## src/rtl/multi_pb_debouncer.sv

```systemverilog
// Multi-channel push-button debouncer: per-channel two-flop synchroniser, counter-based
// debounce, press/release pulses and a tick-driven long-press detector.
module multi_pb_debouncer #(
    parameter int N_CH       = 4,
    parameter int CNT_W      = 16,
    parameter int HOLD_W     = 8,
    parameter bit ACTIVE_LOW = 1'b1
) (
    input  logic            clk,
    input  logic            rst_n,
    input  logic [N_CH-1:0] pb,
    input  logic            hold_tick,
    output logic [N_CH-1:0] pb_state,
    output logic [N_CH-1:0] pb_down,
    output logic [N_CH-1:0] pb_up,
    output logic [N_CH-1:0] pb_long,
    output logic            any_event
);

    localparam logic [CNT_W-1:0]  CNT_MAX  = '1;
    localparam logic [HOLD_W-1:0] HOLD_MAX = '1;
    localparam logic [HOLD_W-1:0] HOLD_PEN = HOLD_MAX - 1'b1;

    logic [N_CH-1:0]   pb_norm;
    logic [N_CH-1:0]   s0;
    logic [N_CH-1:0]   s1;
    logic [CNT_W-1:0]  cnt      [N_CH];
    logic [HOLD_W-1:0] hold_cnt [N_CH];
    logic [CNT_W-1:0]  cnt_nxt  [N_CH];
    logic [HOLD_W-1:0] hold_nxt [N_CH];
    logic [N_CH-1:0]   state_nxt;
    logic [N_CH-1:0]   down_nxt;
    logic [N_CH-1:0]   up_nxt;
    logic [N_CH-1:0]   long_nxt;

    assign pb_norm = ACTIVE_LOW ? ~pb : pb;

    // A release edge clears the hold counter even if a tick lands on it, so no long pulse can accompany pb_up.
    always_comb begin
        state_nxt = pb_state;
        down_nxt  = '0;
        up_nxt    = '0;
        long_nxt  = '0;
        for (int i = 0; i < N_CH; i++) begin
            cnt_nxt[i]  = '0;
            hold_nxt[i] = hold_cnt[i];
            if (pb_state[i] != s1[i]) begin
                if (cnt[i] == CNT_MAX) begin
                    state_nxt[i] = ~pb_state[i];
                    down_nxt[i]  = ~pb_state[i];
                    up_nxt[i]    = pb_state[i];
                end else begin
                    cnt_nxt[i] = cnt[i] + 1'b1;
                end
            end
            if (!pb_state[i] || up_nxt[i]) begin
                hold_nxt[i] = '0;
            end else if (hold_tick && (hold_cnt[i] != HOLD_MAX)) begin
                hold_nxt[i] = hold_cnt[i] + 1'b1;
                long_nxt[i] = (hold_cnt[i] == HOLD_PEN);
            end
        end
    end

    always_ff @(posedge clk or negedge rst_n) begin
        if (!rst_n) begin
            s0        <= '0;
            s1        <= '0;
            pb_state  <= '0;
            pb_down   <= '0;
            pb_up     <= '0;
            pb_long   <= '0;
            any_event <= 1'b0;
            for (int i = 0; i < N_CH; i++) begin
                cnt[i]      <= '0;
                hold_cnt[i] <= '0;
            end
        end else begin
            s0        <= pb_norm;
            s1        <= s0;
            pb_state  <= state_nxt;
            pb_down   <= down_nxt;
            pb_up     <= up_nxt;
            pb_long   <= long_nxt;
            any_event <= |{down_nxt, up_nxt, long_nxt};
            for (int i = 0; i < N_CH; i++) begin
                cnt[i]      <= cnt_nxt[i];
                hold_cnt[i] <= hold_nxt[i];
            end
        end
    end

endmodule

```

## config.mk

```make
export PLATFORM = sky130hd
export DESIGN_NAME = multi_pb_debouncer
export DESIGN_NICKNAME = d
export VERILOG_FILES = /design/src/rtl/multi_pb_debouncer.sv
export SDC_FILE = /design/constraint.sdc
export NUM_CORES = 1
export LEC_CHECK = 0
export BUFFER_PORTS_ARGS = -buffer_cell sky130_fd_sc_hd__clkbuf_2
export CAP_MARGIN = 20
export CORE_MARGIN = 8
export CORE_UTILIZATION = 40
export CTS_BUF_LIST = sky130_fd_sc_hd__clkbuf_4
export CTS_CLUSTER_SIZE = 25
export DETAILED_ROUTE_END_ITERATION = 6
export PLACE_DENSITY = 0.64
export SYNTH_ARGS = -nofsm -noshare
export SYNTH_HDL_FRONTEND = slang
export SYNTH_SLANG_ARGS = --single-unit
```

## constraint.sdc

```tcl
create_clock -name clk -period 2.35 [get_ports clk]
set_input_delay 0.1175 -clock clk [delete_from_list [all_inputs] [get_ports clk]]
set_output_delay 0.1175 -clock clk [all_outputs]
set_load 0.02 [all_outputs]
```

After elaboration in Yosys (flattened, before gate mapping)

Cells that the tools add are included.

Flip-flop bits (word level): 121
Output and inout port bits: 17

Reduce and logical (&&, ||, !) cells: 21
Bitwise gates (word level): 5
Add/sub/neg operators: 8
Mux-type cells: 40
Eq/ne operators: 16

Operator list:

| cell                    | count |
|---|---|
| $mux W16                | 8 |
| $add A16 B1 Y16 const B | 4 |
| $eq A16 B16 Y1 const B  | 4 |
| $mux W8                 | 8 |
| $add A8 B1 Y8 const B   | 4 |
| $eq A8 B8 Y1 const B    | 4 |
| $ne A8 B8 Y1 const B    | 4 |
| $mux W1                 | 24 |
| $reduce_or A12 Y1       | 1 |
| $reduce_and A2 Y1       | 4 |
| $reduce_bool A2 Y1      | 4 |
| $logic_and A1 B1 Y1     | 4 |
| $logic_not A1 Y1        | 4 |
| $logic_or A1 B1 Y1      | 4 |
| $ne A1 B1 Y1            | 4 |
| $not A1 Y1              | 4 |
| $not A4 Y4              | 1 |

Longest topological paths before layout

Word-level depth: 6
Gate-level depth with buffers: 7
Gate-level depth less buffers: 7

Least setup slack after synthesis

No wires, ideal clock.

Kind: register -> register
Start point: register cnt[32] (netlist bit)
End point: register any_event
Setup time: 0.139 ns
Period minus slack after synthesis: 1.984 ns
Stages on the path, launching flop included: 7
Buffers on the path: 0
Data arrival time: 1.846 ns
Data required time: 2.211 ns
Path slack: 0.366 ns
Cell sequence: dfrtp_1 -> ha_1 -> nand3_4 -> nor3_4 -> a31oi_2 -> a2111oi_2 -> or4b_1

Word-level cells in the longest chain between the ends: 6
Elaborated cells on any way between the ends: 8
Classes of those cells: eq/ne (1); mux (5); reduce/logical (2)

RTL lines:

| item                            | line | text |
|---|---|---|
| start, declared                 | 27   | `logic [CNT_W-1:0] cnt [N_CH];` |
| start signal, assigned by index | 87   | `cnt[i] <= cnt_nxt[i];` |
| $eq A16 B16 Y1                  | 48   | `if (cnt[i] == CNT_MAX) begin` |
| $mux W1                         | 48   |  |
| $mux W1                         | 47   | `if (pb_state[i] != s1[i]) begin` |
| $logic_or A1 B1 Y1              | 56   | `if (!pb_state[i] \|\| up_nxt[i]) begin` |
| $mux W1                         | 56   |  |
| named net long_nxt[1]           | 34   | `logic [N_CH-1:0] long_nxt;` |
| $reduce_or A12 Y1               | 85   | `any_event <= \|{down_nxt, up_nxt, long_nxt};` |
| end signal, assigned            | 85   |  |
| end, declared                   | 17   | `output logic any_event` |

The timed path passes the listed nets, and every way through them passes these cells.
A chain may end at the register's enable or synchronous reset.

Final worst setup path

Start point: register cnt[48] (netlist bit)
End point: register hold_cnt[24] (netlist bit)

Word-level cells in the longest chain between the ends: 5
Elaborated cells on any way between the ends: 6
Classes of those cells: eq/ne (1); mux (3); reduce/logical (2)

RTL lines:

| item                                          | line | text |
|---|---|---|
| $eq A16 B16 Y1 (*)                            | 48   |  |
| $mux W1 (*)                                   | 48   |  |
| $mux W1 (*)                                   | 47   |  |
| $logic_or A1 B1 Y1 (*)                        | 56   |  |
| $mux W8 or $reduce_bool A2 Y1 (tied branches) | n/a  |  |
| end signal, assigned by index                 | 88   | `hold_cnt[i] <= hold_nxt[i];` |
| end, declared                                 | 28   | `logic [HOLD_W-1:0] hold_cnt [N_CH];` |

Mark *: on every way between the ends. The rest lies on a longest branch, timed or not.

==> impl_metrics.json <==
{
  "cellInternalPower_uw": 2864,
  "area_fraction_in_compound_gates_after_synthesis_pct": 3.275,
  "mappedNetlistNets": 550,
  "worst_setup_path_end_kind": "flip-flop",
  "synth-simple-area-share_pct": 24.50,
  "fmaxAchievable_ghz": 0.4682,
  "worstPathRequired_ns": 2.73,
  "clock-sinks": 121,
  "worstSetupEndpoint": "hold_cnt[24]$_DFFE_PN0P_",
  "grt_first_pass_wirelength_um": 18220,
  "std_cell_rows": 43,
  "rr_startpoint": "cnt[48]$_DFF_PN0_",
  "gr-usage-all-layers_pct": 12.47,
  "synth_top_area_cell": "sky130_fd_sc_hd__dfrtp_1",
  "htreeDepth": 4,
  "slew_headroom_pct": 55.19,
  "drive_gt1_share_pct": 14.65,
  "nFillCells": 1346,
  "rr_worst_depth": 5,
  "place.gp.congestion": 0.8062,
  "synth-warning-count": 0,
  "power.net_switching_uw": 842.6,
  "multiInputGateArea_sq_mm": 0.002491,
  "regArea_sq_mm": 0.003028,
  "ys_top_cells_by_count": "sky130_fd_sc_hd__dfrtp_1 (121), sky130_fd_sc_hd__nor2_1 (105), sky130_fd_sc_hd__xor2_1 (46), sky130_fd_sc_hd__xnor2_1 (38), sky130_fd_sc_hd__nand2_1 (35)",
  "root_buffer": "sky130_fd_sc_hd__clkbuf_4",
  "ys_async_sr_fraction_pct": 100.0,
  "power.switching_fraction_pct": 22.73,
  "finalHoldViolations": 0,
  "design.core.area_sq_mm": 0.01377,
  "worstPathMaxFanout": 9,
  "cts_inserted_buffers": 17,
  "vias": 3926,
  "ys_ff_latch": 121,
  "pwr-share-clk_pct": 39.0,
  "final_antenna_violating_net_count": 0,
  "timing.hold.ws_ns": 0.1646,
  "post-synth-top-area-fraction_pct": 53.91,
  "grt_setup_unrepaired": "no",
  "power_density_mw_per_mm2": 585.2,
  "syn-cell-area_sq_mm": 0.005617,
  "hold_path.class": "input pin to asynchronous set/reset pin",
  "crit-reg2reg-capture": "hold_cnt[24]$_DFFE_PN0P_",
  "synth.mux.area_fraction_pct": 0.8020,
  "post-dp-hpwl_um": 7519,
  "die_w_um": 134.5,
  "synth_fa_ha_area_share_pct": 2.673,
  "drv.max_cap_violation_count": 0,
  "setup.worst_path.start": "cnt[48]$_DFF_PN0_",
  "synthXorXnorAreaFrac_pct": 13.10,
  "numPortBuffers": 23,
  "detail_route.iter0.violations": 268,
  "post_cts_resized": 0,
  "main_combinational_cell_family_by_area_after_synthesis": "simple AND/OR/NAND/NOR gates",
  "finalWorstPathRequiredPeriod_ns": 2.136,
  "aggregate_global_routing_overflow": 0,
  "fin_crit_sh_pct": 90.88,
  "detail_route.vias_per_cell": 5.066,
  "initial_util_pct": 40.78,
  "design.final.nets": 601,
  "skew_ns": 0.01664,
  "detail_route.wl_per_cell_um": 13.65,
  "outcome": "completed",
  "number_of_antenna_violations_at_the_first_check_in_global_routing": 1,
  "grt_max_degree": 52,
  "sequential_to_total_area_share_from_yosys_stat_pct": 53.91,
  "cp.arrival_ns": 2.52,
  "worst_skew_pair.late_latency_ns": 0.52,
  "setup_viol_count_final": 0,
  "fin_tns_setup_ns": 0,
  "synth_flop_cell": "sky130_fd_sc_hd__dfrtp_1",
  "r2r_setup_slack_ns": 0.21,
  "areaGrowthSynthToFinish_pct": 12.76,
  "cts_tree": "done",
  "drt-pass1-iter-count": 4,
  "power_frac_seq_pct": 57.4,
  "synth_edf_count": 0,
  "postRouteWirelength_um": 10580,
  "first_global_vias": 3932,
  "post_synth.cell_area_avg_sq_um": 10.58,
  "vdd_ir_drop_max_mv": 0.2956,
  "worstSetupStartpointType": "flip-flop",
  "post_synth_main_area_contributors": "sky130_fd_sc_hd__dfrtp_1 (54%), sky130_fd_sc_hd__xor2_1 (7.2%), sky130_fd_sc_hd__nor2_1 (7.0%)",
  "clk_pin_slew_ns": 0.10,
  "postLayoutCellArea_sq_mm": 0.006334,
  "clockBufferDepth": 2,
  "drc_errors": 0,
  "slew_violations": 0,
  "power.share.combinational_pct": 3.5,
  "worst-slew-pin-transition_ns": 0.6722,
  "dieArea_sq_mm": 0.01809,
  "yosysUniqueCellTypes": 49,
  "floorplan.die.height_um": 134.5,
  "cell_count_after_synthesis": 531,
  "yosysMostFrequentCell": "sky130_fd_sc_hd__dfrtp_1",
  "boundaryPins": 24,
  "worstSetupPathType": "flip-flop to flip-flop",
  "place_area_sq_mm": 0.006001,
  "power.static_leakage_uw": 0.002814
}
## metrics by stage
stage	std cells	total power [uW]	utilization [%]	setup WS [ns]
2_1_floorplan	531	2222	-	0.3658
3_3_place_gp	737	2294	43.57	0.2707
3_5_place_dp	737	2297	43.57	0.2155
4_1_cts	774	3771	45.97	0.1791
5_1_grt	775	3878	45.98	0.07314
6_report	775	3706	45.98	0.2143
## worst max-delay path, stage by stage, from the launching register on
cell and delay, ns:
sky130_fd_sc_hd__dfrtp_1 0.40, sky130_fd_sc_hd__ha_1 0.20, sky130_fd_sc_hd__nand3_1 0.22, sky130_fd_sc_hd__or4_1 0.69, sky130_fd_sc_hd__o21ai_2 0.40, sky130_fd_sc_hd__nor2_1 0.10
## what timing repair did
item	4_1_cts	5_1_grt
setup buffers	0	0
setup endpoints to repair	0	0
hold buffers	6	0
hold endpoints to repair	52	0
## cell type report
cell class	count	share of cell area (%)
Multi-Input combinational cell	385	39.33
Sequential cell	121	47.81
Inverter	19	1.126
Clock inverter	13	2.134
Antenna cell	1	0.03951
Clock buffer	18	2.134
Timing Repair Buffer	38	3.872
Tap cell	180	3.556
## how the worst min path moves through the flow
| stage | start | slack [ns] | endpoint | cells past startpoint |
|---|---|---|---|---|
| final | rst_n | 0.16 | cnt[3]$_DFF_PN0_ | 2 |
| after CTS | rst_n | 0.14 | cnt[3]$_DFF_PN0_ | 2 |
| after floorplan | rst_n | -0.18 | any_event$_DFF_PN0_ | 0 |
| after global placement | rst_n | 0.19 | cnt[3]$_DFF_PN0_ | 1 |
| after global routing | rst_n | 0.17 | cnt[3]$_DFF_PN0_ | 2 |
| after detailed placement | rst_n | 0.20 | cnt[3]$_DFF_PN0_ | 1 |
## kinds of logic after synthesis
group,after synthesis
AOI/OAI and AO/OA,24
and+or+nand+nor,261
muxes,4
xor gates and xnor gates,84
buffers and inverters,25
DFF,121
adders and majority gates,12
## power groups by stage
stage | clock network, uW | logic (uW) | registers (uW)
detailed placement | 0 | 128 | 2170
global placement | 0 | 125 | 2170
floorplan | 0 | 57.2 | 2160
global route | 1590 | 151 | 2130
CTS | 1510 | 136 | 2130
finish | 1450 | 131 | 2130
## cells in the final DEF (no fill, tap or decap), drive strengths merged, types with 2 or more instances in the layout
cell type,synthesis,routed
inv,19,19
dfrtp,121,121
o21ai,5,5
a31oi,2,2
clkbuf,3,40
nand3,30,30
bufinv,0,3
or3,5,5
ha,12,12
dlygate4sd3,0,6
nand4,25,25
nor3,8,8
buf,3,10
nor2b,2,2
xnor2,38,38
clkinv,0,10
nor4,5,5
and4,13,13
and3,18,18
xor2,46,46
nand2,35,35
nor3b,6,6
a21oi,5,5
nor2,105,105
a211oi,6,6
mux2,4,4
## registers in the layout, summed over array words and instances (netlist names), 4 cells and up
| signal | cells |
|---|---|
| cnt | 64 |
| hold_cnt | 32 |
| pb_down | 4 |
| pb_long | 4 |
| pb_state | 4 |
| pb_up | 4 |
| s0 | 4 |
| s1 | 4 |
## per-layer routing
metal	routed length, um	share of wire [%]	vias to the layer above	global-route usage [%]
li1	-	-	1921	-
met1	5000	47	1924	15.15
met2	4995	47	65	19.56
met3	381	3.6	16	3.789
met4	199	1.9	0	6.675
met5	0	0	-	0
No activity file was read; power rests on OpenSTA's default activity.
